File: config.mk
export PLATFORM = sky130hd
export DESIGN_NAME = player_seq_ctrl
export DESIGN_NICKNAME = d
export VERILOG_FILES = /design/src/rtl/player_seq_ctrl.sv
export SDC_FILE = /design/constraint.sdc
export NUM_CORES = 1
export LEC_CHECK = 0
export ABC_AREA = 1
export CORE_MARGIN = 10
export CORE_UTILIZATION = 50
export DETAILED_ROUTE_END_ITERATION = 10
export GPL_TIMING_DRIVEN = 0
export HOLD_SLACK_MARGIN = 0.06
export PLACE_DENSITY = 0.86
export RECOVER_POWER = 50
export SYNTH_ARGS = -nofsm -noshare
export SYNTH_HDL_FRONTEND = slang
export SYNTH_SLANG_ARGS = --single-unit
File: constraint.sdc
create_clock -name clk -period 3.4 [get_ports clk]
set_clock_uncertainty 0.15 [all_clocks]
set_input_delay 0.68 -clock clk [delete_from_list [all_inputs] [get_ports clk]]
set_output_delay 0.68 -clock clk [all_outputs]
set_load 0.02 [all_outputs]
File: src/rtl/player_seq_ctrl.sv
// player_seq_ctrl
// Playback controller for one of TRACKS tracks. It holds the beat counter,
// the IDLE/PLAY/PAUSE/DONE state machine, repeat and track switching, and a
// saturating volume register. Every output is a register. One clock domain.
//
// Input timing: beat_tick is a one-cycle strobe. It is counted only on the
// clock edge where it is high and the machine is in PLAY. play, repeat_en,
// mute and track_sel are levels sampled on every edge. vol_up and vol_down are
// raw button levels. Each 0->1 transition gives exactly one volume step, no
// matter how long the button is held.
module player_seq_ctrl #(
    parameter int TRACKS   = 2,
    parameter int TRK_W    = 1,
    parameter int BEAT_W   = 12,
    parameter int VOL_MAX  = 5,
    parameter int VOL_W    = 3,
    parameter int VOL_INIT = 3
) (
    input  logic                     clk,
    input  logic                     rst,
    input  logic                     beat_tick,
    input  logic                     play,
    input  logic                     repeat_en,
    input  logic                     mute,
    input  logic [TRK_W-1:0]         track_sel,
    input  logic [TRACKS*BEAT_W-1:0] track_len,
    input  logic                     vol_up,
    input  logic                     vol_down,
    output logic [BEAT_W-1:0]        beat,
    output logic [TRK_W-1:0]         track,
    output logic [1:0]               state,
    output logic                     sound_en,
    output logic [VOL_W-1:0]         vol
);

    typedef enum logic [1:0] {
        ST_IDLE  = 2'd0,
        ST_PLAY  = 2'd1,
        ST_PAUSE = 2'd2,
        ST_DONE  = 2'd3
    } state_t;

    localparam logic [VOL_W-1:0] VOL_TOP  = VOL_W'(VOL_MAX);
    localparam logic [VOL_W-1:0] VOL_BOT  = VOL_W'(1);
    localparam logic [VOL_W-1:0] VOL_RST  = VOL_W'(VOL_INIT);

    // Registered state
    state_t              state_q;
    logic [BEAT_W-1:0]   beat_q;
    logic [TRK_W-1:0]    track_q;
    logic                sound_q;
    logic [VOL_W-1:0]    vol_q;

    // Edge-detect history of the previous cycle's button / repeat levels
    logic                up_q;
    logic                down_q;
    logic                rep_q;

    // Next-state values
    state_t              state_d;
    logic [BEAT_W-1:0]   beat_d;
    logic [TRK_W-1:0]    track_d;
    logic                sound_d;
    logic [VOL_W-1:0]    vol_d;

    // Derived signals
    logic [TRK_W-1:0]    sel_mapped;
    logic [BEAT_W-1:0]   raw_len;
    logic [BEAT_W-1:0]   last_beat;
    logic                at_end;
    logic                up_edge;
    logic                down_edge;
    logic                rep_edge;

    // Map the requested track. Indices outside 0..TRACKS-1 become track 0.
    always_comb begin
        sel_mapped = '0;
        for (int i = 0; i < TRACKS; i++) begin
            if (track_sel == TRK_W'(i)) begin
                sel_mapped = TRK_W'(i);
            end
        end
    end

    // Select the length of the latched track from the packed length bus
    always_comb begin
        raw_len = track_len[BEAT_W-1:0];
        for (int i = 0; i < TRACKS; i++) begin
            if (track_q == TRK_W'(i)) begin
                raw_len = track_len[i*BEAT_W +: BEAT_W];
            end
        end
    end

    // Compute the last beat index. A length of 0 counts as 1, so the last
    // beat is 0 in that case. The >= compare also catches a length that
    // shrinks below the current beat.
    assign last_beat = (raw_len == '0) ? '0 : (raw_len - 1'b1);
    assign at_end    = (beat_q >= last_beat);

    assign up_edge   = vol_up    & ~up_q;
    assign down_edge = vol_down  & ~down_q;
    assign rep_edge  = repeat_en & ~rep_q;

    // Compute the next playback state, beat and track
    always_comb begin
        state_d = state_q;
        beat_d  = beat_q;
        track_d = track_q;

        if (sel_mapped != track_q) begin
            // A track change outranks every other event in every state
            track_d = sel_mapped;
            beat_d  = '0;
            if (play) begin
                state_d = ST_PLAY;
            end else if (state_q == ST_PLAY || state_q == ST_PAUSE) begin
                state_d = ST_PAUSE;
            end
        end else begin
            case (state_q)
                ST_IDLE: begin
                    if (play) begin
                        state_d = ST_PLAY;
                        beat_d  = '0;
                    end
                end
                ST_PLAY: begin
                    // Pause wins over a beat_tick in the same cycle
                    if (!play) begin
                        state_d = ST_PAUSE;
                    end else if (beat_tick) begin
                        if (!at_end) begin
                            beat_d = beat_q + 1'b1;
                        end else if (repeat_en) begin
                            beat_d = '0;
                        end else begin
                            state_d = ST_DONE;
                        end
                    end
                end
                ST_PAUSE: begin
                    if (play) begin
                        state_d = ST_PLAY;
                    end
                end
                ST_DONE: begin
                    if (!play) begin
                        state_d = ST_IDLE;
                        beat_d  = '0;
                    end else if (rep_edge) begin
                        state_d = ST_PLAY;
                        beat_d  = '0;
                    end
                end
                default: begin
                    state_d = ST_IDLE;
                    beat_d  = '0;
                end
            endcase
        end

        // Taken from the next state so it lines up with the state register
        sound_d = (state_d == ST_PLAY) && !mute;
    end

    // Register the playback state, beat, track and sound gate
    always_ff @(posedge clk) begin
        if (!rst) begin
            state_q <= ST_IDLE;
            beat_q  <= '0;
            track_q <= '0;
            sound_q <= 1'b0;
        end else begin
            state_q <= state_d;
            beat_q  <= beat_d;
            track_q <= track_d;
            sound_q <= sound_d;
        end
    end

    // Compute the next volume: saturating step. Opposing edges cancel.
    always_comb begin
        vol_d = vol_q;
        if (up_edge && !down_edge) begin
            if (vol_q < VOL_TOP) begin
                vol_d = vol_q + 1'b1;
            end
        end else if (down_edge && !up_edge) begin
            if (vol_q > VOL_BOT) begin
                vol_d = vol_q - 1'b1;
            end
        end
    end

    // Register the volume level. It does not depend on state or mute.
    always_ff @(posedge clk) begin
        if (!rst) begin
            vol_q <= VOL_RST;
        end else begin
            vol_q <= vol_d;
        end
    end

    // Store the previous-cycle levels for button and repeat edge detection
    always_ff @(posedge clk) begin
        if (!rst) begin
            up_q   <= 1'b0;
            down_q <= 1'b0;
            rep_q  <= 1'b0;
        end else begin
            up_q   <= vol_up;
            down_q <= vol_down;
            rep_q  <= repeat_en;
        end
    end

    assign beat     = beat_q;
    assign track    = track_q;
    assign state    = state_q;
    assign sound_en = sound_q;
    assign vol      = vol_q;

endmodule

=== After elaboration in Yosys (flattened, before gate mapping) ===
Index checks and enable logic that the tools add are counted.

* Output and inout port bits: 19
* Bits in registers: 22

* Muxes and demuxes: 26
* Magnitude comparators: 3
* Reductions and logical operators: 16
* Equal/unequal tests: 11
* $add $sub $neg: 4
* Bitwise logic cells: 7

{| class="wikitable"
|+ Operator list
! kind !! number
|-
| $mux W12 || 9
|-
| $pmux W12 S3 || 1
|-
| $mux W2 || 10
|-
| $add A12 B1 Y12 const B || 1
|-
| $ge A12 B12 Y1 || 1
|-
| $logic_not A12 Y1 || 1
|-
| $mux W3 || 4
|-
| $sub A12 B1 Y12 const B || 1
|-
| $ne A2 B2 Y1 const B || 3
|-
| $ne A3 B3 Y1 const B || 2
|-
| $pmux W2 S3 || 1
|-
| $reduce_and A6 Y1 || 1
|-
| $eq A2 B1 Y1 const B || 2
|-
| $eq A2 B2 Y1 const B || 2
|-
| $not A1 Y1 || 4
|-
| $reduce_bool A2 Y1 || 2
|-
| $reduce_or A2 Y1 || 2
|-
| $add A3 B1 Y3 const B || 1
|-
| $and A1 B1 Y1 || 3
|-
| $gt A3 B1 Y1 const B || 1
|-
| $logic_and A1 B1 Y1 || 3
|-
| $logic_not A1 Y1 || 3
|-
| $lt A3 B3 Y1 const B || 1
|-
| $reduce_and A3 Y1 || 1
|-
| other kinds (7) || 7
|}

=== Depth between registers and ports, before layout ===
Gate-level depths: netlist (run 1).

* Word-level depth: 11
* Depth in mapped cells: 23

=== Least setup slack after synthesis (run 1) ===
Ideal clock, no wire load.

* Path type: input to register
* Start point: input track_len[1]
* End point: register beat_q[3] (netlist: beat[3])
* Setup slack: 167 ps
* Required time: 3137 ps
* Stages on the path: 21
* Arrival: 2970 ps
* Library setup time: 113 ps
* Path through: or2_2 -> o21ai_1 -> ha_1 -> inv_1 -> nor2_4 -> nand2_2 -> o21ai_1 -> nand3_1 -> ha_1 -> nand2_1 -> nor2_4 -> nand2_1 -> nor2_1 -> nand2_2 -> nand2_2 -> nand2_2 -> nand2_2 -> buf_4 -> nand2_1 -> nand2_1 -> nor2_1

* Longest elaborated chain between the ends: 8
* Elaborated cells on any way between the ends: 11

{| class="wikitable"
|+ Ends and longest elaborated chain
! what !! RTL line !! RTL
|-
| from (decl) || 26 || <nowiki>input logic [TRACKS*BEAT_W-1:0] track_len,</nowiki>
|-
| $mux W12 * || 89 || <nowiki>if (track_q == TRK_W'(i)) begin</nowiki>
|-
| $sub A12 B1 Y12 / $logic_not A12 Y1 (equally long branches) || 98 || <nowiki>assign last_beat = (raw_len == '0) ? '0 : (raw_len - 1'b1);</nowiki>
|-
| $mux W12 * || 98 ||
|-
| $ge A12 B12 Y1 * || 99 || <nowiki>assign at_end = (beat_q >= last_beat);</nowiki>
|-
| $mux W12 || 133 || <nowiki>if (!at_end) begin</nowiki>
|-
| $mux W12 || 132 || <nowiki>end else if (beat_tick) begin</nowiki>
|-
| $mux W12 || 130 || <nowiki>if (!play) begin</nowiki>
|-
| $pmux W12 S3 || 121 || <nowiki>case (state_q)</nowiki>
|-
| to (signal assigned) || 176 || <nowiki>beat_q <= beat_d;</nowiki>
|-
| to (decl) || 49 || <nowiki>logic [BEAT_W-1:0] beat_q;</nowiki>
|}

Mark *: on every way between the ends. The rest lies on a longest branch, timed or not. The select of a mux whose other input is x is not followed.
A chain may end at the register's enable or synchronous reset.

=== Worst setup path after layout (run 1) ===
* Start point: input track_len[3]
* End point: register beat_q[6] (netlist: beat[6])

Same word-level chain as after synthesis.

==> impl_metrics.json, run 1 <==
{
  "multi_input_area_um2": 1700,
  "switching_share": 0.353,
  "finalNetCount": 473,
  "clk_path_buf_depth": 2,
  "reg2reg_to": "beat[6]",
  "rows": 23,
  "pwr-share-clk": 0.278,
  "min_delay_path_depth": 2,
  "synth_common_cells": "nand2_1, inv_1, nor2_1, nand3_1, dfxtp_1",
  "dr.pass1.iters": 9,
  "power.internal_uw": 600,
  "design.core.area_um2": 4060,
  "hold_ws_ns": 0.409,
  "tightest_slew_ns": 0.597,
  "clk_latency_ns": 0.27,
  "wl_per_cell_um": 16.1,
  "start_util": 0.526,
  "ys_types": 33,
  "status": "finished, violations left",
  "power.total_uw": 926,
  "synth_area_leader_cell": "dfxtp_1",
  "drive_gt1_frac": 0.226,
  "numCtsBuffers": 3,
  "fmax_mhz": 292,
  "grt_max_degree": 14,
  "yosysWarnings": 0,
  "fin_crit_sh": 1.01,
  "die_h_um": 85.3,
  "cts_tree": "built",
  "dp_hpwl_um": 4490,
  "seq_power_share": 0.318,
  "hold_viol": 0,
  "maxSlewViolCount": 0,
  "netlist_instances": 342,
  "nFillCells": 259,
  "seq_area_frac_synth": 0.206,
  "die_w_um": 85.3,
  "reg2reg_depth": 21,
  "ff_latch_area_um2": 442,
  "overflow": 0,
  "drc": 0,
  "holdPathEnd": "vol[0]",
  "numPortBuffers": 51,
  "top_usage_layer": "met2",
  "ys_top_cells_by_area": "dfxtp_1, nand2_1, ha_1",
  "slew_headroom": 0.600,
  "yosysMostFrequentCell": "nand2_1",
  "met3_usage": 0.0440,
  "ir_drop_mv": 0.293,
  "drtIter0Drc": 347,
  "violations": "negative setup slack",
  "viasPerCell": 5.66,
  "clk_transition_reported_paths_ns": 0.09,
  "synth_area_um2": 2130,
  "pin_count": 52,
  "setup_viol": 1,
  "setup_slack_ns": -0.0221,
  "grt_antenna_before_repair": 0,
  "synthFlopType": "dfxtp_1",
  "wl_um": 7550,
  "critPathCaptureType": "flip-flop",
  "root_buffer": "clkbuf_8",
  "avgSynthCellArea_um2": 6.24,
  "min_period_ns": 3.42,
  "synth_enable_flop_cells": 0,
  "critPathMaxFanout": 5,
  "switchingPower_uw": 327,
  "vias": 2659,
  "syn-num-nets": 394,
  "critical_path_class": "input port to flip-flop",
  "insertedDiodeCount": 0,
  "met1_usage": 0.165,
  "grt_pass1_wl_um": 10100,
  "crit_arrival_ns": 3.45,
  "ys_ff_latch": 22,
  "hp-class": "flip-flop to flip-flop",
  "cap_violations": 0,
  "routabilityCongestion": 0.909,
  "ctsHoldBuffers": 0,
  "synthArstFlopShare": 0,
  "postRouteAntennaNets": 0,
  "grt.total_usage": 0.159,
  "p_comb_frac": 0.404,
  "cts.htree.levels": 1,
  "setup_tns_ns": -0.0221,
  "p_leak_nw": 1.66,
  "syn2layout_area_growth_pct": 53.2,
  "required_ns": 3.43,
  "r2r-start": "track",
  "grt_pass1_vias": 2368,
  "hp-start": "vol[0]",
  "die_area_um2": 7280,
  "cts_sinks": 22,
  "grt_util_met2": 0.311,
  "power.density_nw_per_um2": 283,
  "yosys.area.top_type_share": 0.206,
  "cp-start-kind": "input port",
  "r2r_slack_ns": 0.10
}
[final cells by class]
cell class | instances | area share
Clock buffer | 3 | 0.0126
Clock inverter | 1 | 0.00919
Timing Repair Buffer | 74 | 0.224
Multi-Input combinational cell | 258 | 0.519
Sequential cell | 22 | 0.135
Tap cell | 50 | 0.0191
Buffer | 6 | 0.0161
Inverter | 56 | 0.0651
[critical path, cell delays in order]
cell             delay (ns)
clkdlybuf4s50_1        0.46
o21ai_4                0.23
inv_2                  0.09
nor2_4                 0.14
nand3_4                0.12
inv_2                  0.08
nand2_1                0.05
nand2_1                0.09
nand3_2                0.10
ha_4                   0.29
nand2_4                0.06
nor2_4                 0.14
nand2_2                0.07
nor2_2                 0.11
nand2_2                0.10
nand2_2                0.12
nand2_4                0.08
nand2_4                0.12
buf_6                  0.14
nand2_1                0.06
nand2_1                0.07
nor2_1                 0.05
[per-layer routing]
metal / vias to the layer above / routed length (um)
li1: 1242 / -
met1: 1218 / 2700
met2: 158 / 3860
met3: 41 / 702
met4: 0 / 289
met5: - / 0
[metrics by stage]
stage / utilization / instances / setup WS [ns] / cell area (um^2)
floorplan: - / 342 / 0.167 / 2130
global placement: 0.667 / 443 / -0.506 / 2710
detailed placement: 0.667 / 443 / -0.610 / 2710
CTS: 0.720 / 458 / 0.000938 / 2920
global route: 0.805 / 470 / -0.133 / 3270
finish: 0.805 / 470 / -0.0221 / 3270
[logic make-up (layout without fill, tap and decap cells)]
group / Yosys count / in the layout / share of synthesized area
DFF: 22 / 22 / 0.206
buffers and inverters: 62 / 140 / 0.120
AOI/OAI and AO/OA: 33 / 33 / 0.0974
muxes: 4 / 4 / 0.0205
xor gates and xnor gates: 8 / 8 / 0.0328
and+or+nand+nor: 194 / 194 / 0.412
adders and majority gates: 19 / 19 / 0.111
[layout by cell type (no fill, tap or decap), types with 7 or more instances in the layout]
cell             instances
dlygate4sd3_1           16
buf_6                    8
ha_1                    14
inv_1                   49
nor2_1                  40
nand3_1                 24
clkdlybuf4s50_1         22
xor2_1                   8
a21oi_1                  9
dlymetal6s2s_1          13
o21ai_2                  7
nand2_1                 80
nand2_2                 12
buf_4                   19
dfxtp_1                 21
[how the worst max path moves through the flow]
stage,slack (ns),startpoint,endpoint
2_1_floorplan,0.17,track_len[1],beat[3]
3_3_place_gp,-0.51,track_len[1],beat[3]
3_5_place_dp,-0.61,track_len[1],beat[6]
4_1_cts,0.0009,track_len[1],beat[6]
5_1_grt,-0.13,track_len[3],beat[6]
6_report,-0.02,track_len[3],beat[6]
[power by group through the flow]
stage	registers, mW	clock network [mW]	logic, mW
detailed placement	0.299	0	0.293
finish	0.295	0.258	0.374
global placement	0.299	0	0.282
global route	0.297	0.263	0.409
floorplan	0.313	0	0.171
CTS	0.293	0.253	0.313
[flip-flops by register name, indices dropped and copies added, names as in the netlist]
signal and count:
beat 12, down_q 1, rep_q 1, sound_en 1
state 2, track 1, up_q 1, vol 3
[timing repair]
item	4_1_cts	5_1_grt
pin swaps	9	39
buffers inserted	9	12
resized for setup	21	59
cloned	2	0
endpoints found under the setup margin	14	14
endpoints found under the hold margin	0	0
(Power assumes the default switching activity.)
==> inputs of run 2 (changes only) <==
==> constraint.sdc (replaced) <==
create_clock -name clk -period 3.4 [get_ports clk]
set_clock_uncertainty 0.15 [all_clocks]
set_input_delay 0.68 -clock clk [delete_from_list [all_inputs] [get_ports clk]]
set_output_delay 0.68 -clock clk [all_outputs]
set_load 0.005 [all_outputs]
==> impl_metrics.json, run 2 (synthesis results as in run 1) <==
{
  "status": "finished, violations left",
  "violations": "negative setup slack",
  "critPathMaxFanout": 5,
  "grt_max_degree": 14,
  "drtIter0Drc": 347,
  "tightest_slew_ns": 0.591,
  "reg2reg_depth": 22,
  "final_common_cell": "nand2_1",
  "required_ns": 3.43,
  "hold_viol": 0,
  "final_cell_mix": "nand2_1, inv_1, nor2_1, nand3_1, clkdlybuf4s50_1",
  "die_w_um": 85.3,
  "grt_antenna_before_repair": 0,
  "grt.total_usage": 0.159,
  "drc": 0,
  "fmax_mhz": 293,
  "power.total_uw": 911,
  "viasPerCell": 5.69,
  "r2r_slack_ns": 0.10,
  "root_buffer": "clkbuf_8",
  "nFillCells": 259,
  "largest_register_ffs": 12,
  "critical_path_class": "input port to flip-flop",
  "cp-start-kind": "input port",
  "dr.pass1.iters": 8,
  "place_inst": 443,
  "cts_sinks": 22,
  "finalNetCount": 473,
  "overflow": 0,
  "crit_arrival_ns": 3.45,
  "hp-start": "vol[0]",
  "clk_transition_reported_paths_ns": 0.09,
  "holdPathEnd": "vol[0]",
  "ir_drop_mv": 0.287,
  "rows": 23,
  "ctsHoldBuffers": 0,
  "dp_slack_ns": -0.610,
  "routabilityCongestion": 0.909,
  "critPathCaptureType": "flip-flop",
  "power.density_nw_per_um2": 279,
  "die_h_um": 85.3,
  "fin_cells": 470,
  "design.core.area_um2": 4060,
  "fin_crit_sh": 1.01,
  "min_delay_path_depth": 2,
  "cap_violations": 0,
  "cts.htree.levels": 1,
  "syn2layout_area_growth_pct": 53.2,
  "reg2reg_to": "beat[6]",
  "wl_um": 7550,
  "postRouteAntennaNets": 0,
  "r2r-start": "track",
  "grt_pass1_vias": 2368,
  "dp_hpwl_um": 4490,
  "pin_count": 52,
  "wl_per_cell_um": 16.1,
  "cts_tree": "built",
  "numPortBuffers": 51,
  "p_leak_nw": 1.66,
  "start_util": 0.526,
  "setup_slack_ns": -0.0174,
  "die_area_um2": 7280,
  "setup_viol": 1,
  "min_period_ns": 3.42,
  "hp-class": "flip-flop to flip-flop",
  "maxSlewViolCount": 0,
  "clk_latency_ns": 0.27,
  "drive_gt1_frac": 0.226,
  "numCtsBuffers": 3,
  "slew_headroom": 0.605,
  "clk_path_buf_depth": 2,
  "insertedDiodeCount": 0,
  "grt_pass1_wl_um": 10100,
  "vias": 2673
}
run 2: cell counts in the layout (fill, tap and decap cells not counted):
Identical to the previous run, type by type.
run 2: worst max path at each step:
stage / end / from / cells past startpoint
after global routing: beat[6] / track_len[3] / 22
final: beat[6] / track_len[3] / 22
after global placement: beat[3] / track_len[1] / 22
after detailed placement: beat[6] / track_len[1] / 22
after CTS: beat[6] / track_len[1] / 23
after floorplan: beat[3] / track_len[1] / 21
run 2: critical path: stages:
cell,delay [ns]
clkdlybuf4s50_1,0.46
o21ai_4,0.23
inv_2,0.09
nor2_4,0.14
nand3_4,0.12
inv_2,0.08
nand2_1,0.05
nand2_1,0.09
nand3_2,0.09
ha_4,0.29
nand2_4,0.06
nor2_4,0.14
nand2_2,0.07
nor2_2,0.11
nand2_2,0.10
nand2_2,0.12
nand2_4,0.08
nand2_4,0.12
buf_6,0.14
nand2_1,0.06
nand2_1,0.07
nor2_1,0.05
run 2: final cells by class:
cell class	instances	area [um^2]	area share
Buffer	6	52.6	0.0161
Clock buffer	3	41.3	0.0126
Clock inverter	1	30.0	0.00919
Inverter	56	213	0.0651
Multi-Input combinational cell	258	1700	0.519
Sequential cell	22	442	0.135
Tap cell	50	62.6	0.0191
Timing Repair Buffer	74	731	0.224
run 2: metal layers:
metal	routed length [um]	share of wire	global-route usage	vias up
met5	0	0	0	-
met4	268	0.035	0.0254	0
met3	737	0.098	0.0440	48
met2	3860	0.51	0.311	180
met1	2690	0.36	0.165	1205
li1	-	-	-	1240
run 2: power breakdown:
part | total (mW) | switching (mW) | internal [mW]
combinational | 0.357 | 0.190 | 0.167
clock | 0.259 | 0.101 | 0.158
sequential | 0.294 | 0.0202 | 0.274
total | 0.911 | 0.312 | 0.599
run 2: stage by stage:
step | hold WS [ns] | utilization | cell area [um^2] | TNS [ns]
floorplan | 0.369 | - | 2130 | 0
global placement | 0.385 | 0.667 | 2710 | -6.18
detailed placement | 0.391 | 0.667 | 2710 | -7.55
CTS | 0.409 | 0.720 | 2920 | 0
global route | 0.463 | 0.805 | 3270 | -0.767
finish | 0.408 | 0.805 | 3270 | -0.0174
run 2: timing repair:
| action | 4_1_cts | 5_1_grt |
|---|---|---|
| pin swaps | 9 | 39 |
| gates cloned | 2 | 0 |
| endpoints found under the setup margin | 14 | 14 |
| resized for setup | 21 | 59 |
| setup buffers | 9 | 12 |
==> inputs of run 3 (changes only) <==
--- a/config.mk
+++ b/config.mk
@@ -13,6 +13,7 @@
 export HOLD_SLACK_MARGIN = 0.06
 export PLACE_DENSITY = 0.86
 export RECOVER_POWER = 50
+export REMOVE_ABC_BUFFERS = 1
 export SYNTH_ARGS = -nofsm -noshare
 export SYNTH_HDL_FRONTEND = slang
 export SYNTH_SLANG_ARGS = --single-unit
==> impl_metrics.json, run 3 (synthesis results as in run 1) <==
{
  "maxSlewViolCount": 0,
  "ctsHoldBuffers": 0,
  "power.density_nw_per_um2": 278,
  "reg2reg_to": "beat[11]",
  "insertedDiodeCount": 0,
  "syn2layout_area_growth_pct": 55.1,
  "fin_crit_sh": 1.04,
  "grt_pass1_vias": 2298,
  "grt_pass1_wl_um": 10300,
  "hold_viol": 0,
  "r2r-start": "track",
  "final_cell_mix": "nand2_1, inv_1, nor2_1, clkdlybuf4s50_1",
  "cts.htree.levels": 1,
  "clk_path_buf_depth": 2,
  "root_buffer": "clkbuf_8",
  "setup_viol": 11,
  "die_area_um2": 7280,
  "dp_hpwl_um": 4450,
  "critPathCaptureType": "flip-flop",
  "fmax_mhz": 284,
  "largest_register_ffs": 12,
  "tightest_slew_ns": 0.941,
  "r2r_slack_ns": -0.04,
  "die_h_um": 85.3,
  "design.core.area_um2": 4060,
  "min_period_ns": 3.53,
  "wl_um": 8240,
  "p_leak_nw": 1.61,
  "hp-class": "flip-flop to flip-flop",
  "hold_ws_ns": 0.403,
  "pin_count": 52,
  "drc": 0,
  "drtIter0Drc": 291,
  "violations": "negative setup slack",
  "clk_transition_reported_paths_ns": 0.09,
  "postRouteAntennaNets": 0,
  "grt_antenna_before_repair": 0,
  "setup_slack_ns": -0.127,
  "dp_slack_ns": -0.720,
  "die_w_um": 85.3,
  "cts_tree": "built",
  "hp-start": "vol[0]",
  "grt_max_degree": 16,
  "grt.total_usage": 0.162,
  "numPortBuffers": 51,
  "numCtsBuffers": 3,
  "slew_headroom": 0.371,
  "start_util": 0.526,
  "holdPathEnd": "vol[0]",
  "clk_latency_ns": 0.27,
  "cap_violations": 0,
  "crit_arrival_ns": 3.59,
  "final_common_cell": "nand2_1",
  "required_ns": 3.46,
  "critical_path_class": "input port to flip-flop",
  "min_delay_path_depth": 2,
  "reg2reg_depth": 20,
  "cts_sinks": 22,
  "viasPerCell": 5.69,
  "drive_gt1_frac": 0.268,
  "routabilityCongestion": 0.885,
  "status": "finished, violations left",
  "rows": 23,
  "wl_per_cell_um": 17.6,
  "ir_drop_mv": 0.302,
  "overflow": 0,
  "vias": 2663,
  "dr.pass1.iters": 5,
  "cp-start-kind": "input port",
  "finalNetCount": 471,
  "critPathMaxFanout": 7
}
[run 3: cell count changes in the layout (fill, tap and decap cells not counted), moves of 4 or more]
cell / before / now
nand3_1: 24 / 19
dlymetal6s2s_1: 13 / 8
nand2_1: 80 / 72
nand3_2: 4 / 9
nand2_2: 12 / 17
buf_6: 8 / 4
[run 3: routing by layer]
| layer | wire length, um | part of all wire | global-route usage |
|---|---|---|---|
| met3 | 744 | 0.090 | 0.0488 |
| met5 | 0 | 0 | 0 |
| met4 | 478 | 0.058 | 0.0359 |
| met2 | 4050 | 0.49 | 0.291 |
| met1 | 2970 | 0.36 | 0.183 |
[run 3: critical path, stage by stage]
cell and delay (ns):
clkdlybuf4s50_1 0.47, o21ai_4 0.24, inv_2 0.09, nor2_4 0.13, nand3_4 0.12, xor2_1 0.22
nand2_1 0.10, ha_1 0.32, nand2_1 0.08, inv_1 0.07, nand2_2 0.07, nand2_2 0.06
a21oi_4 0.25, nand2_4 0.14, nand2_8 0.13, nand2_8 0.09, nand2_1 0.11, nand2_1 0.05
nor2_1 0.15
[run 3: worst max path at each step]
stage                       startpoint        to  slack [ns]  cells past startpoint
after floorplan                  track  beat[11]        0.09                     19
after global placement    track_len[1]   beat[2]       -0.67                     19
after detailed placement  track_len[1]   beat[9]       -0.72                     20
after CTS                 track_len[0]   beat[0]       0.006                     19
after global routing      track_len[3]   beat[9]       -0.27                     19
final                     track_len[3]  beat[11]       -0.13                     19
[run 3: area by class of cell]
| type | count | area [um^2] |
|---|---|---|
| clock inverter | 1 | 30.0 |
| timing repair buffer | 76 | 732 |
| inverter | 56 | 210 |
| multi-input combinational | 260 | 1790 |
| tap | 50 | 62.6 |
| fill | 248 | 748 |
| clock buffer | 3 | 41.3 |
| sequential | 22 | 444 |
[run 3: timing repair]
item	CTS	global route
gates resized for setup	24	72
pin swaps	17	48
gates cloned	2	0
hold endpoints to repair	0	0
buffers inserted	7	18
setup endpoints to repair	14	14
[run 3: stage by stage]
stage	setup TNS (ns)	cell area (um^2)	cells	power [mW]	util
6_report	-0.674	3310	468	0.921	0.816
3_5_place_dp	-8.09	2660	437	0.571	0.656
4_1_cts	0	2890	450	0.842	0.713
5_1_grt	-2.92	3310	468	0.963	0.816
3_3_place_gp	-7.41	2660	437	0.559	0.656
2_1_floorplan	0	2090	336	0.463	-
[run 3: where the power goes]
part           internal, mW  switching, mW  leakage [nW]
Combinational         0.166          0.204          1.39
Clock                 0.158         0.0982        0.0357
Sequential            0.274         0.0217         0.181
Total                 0.598          0.324          1.61
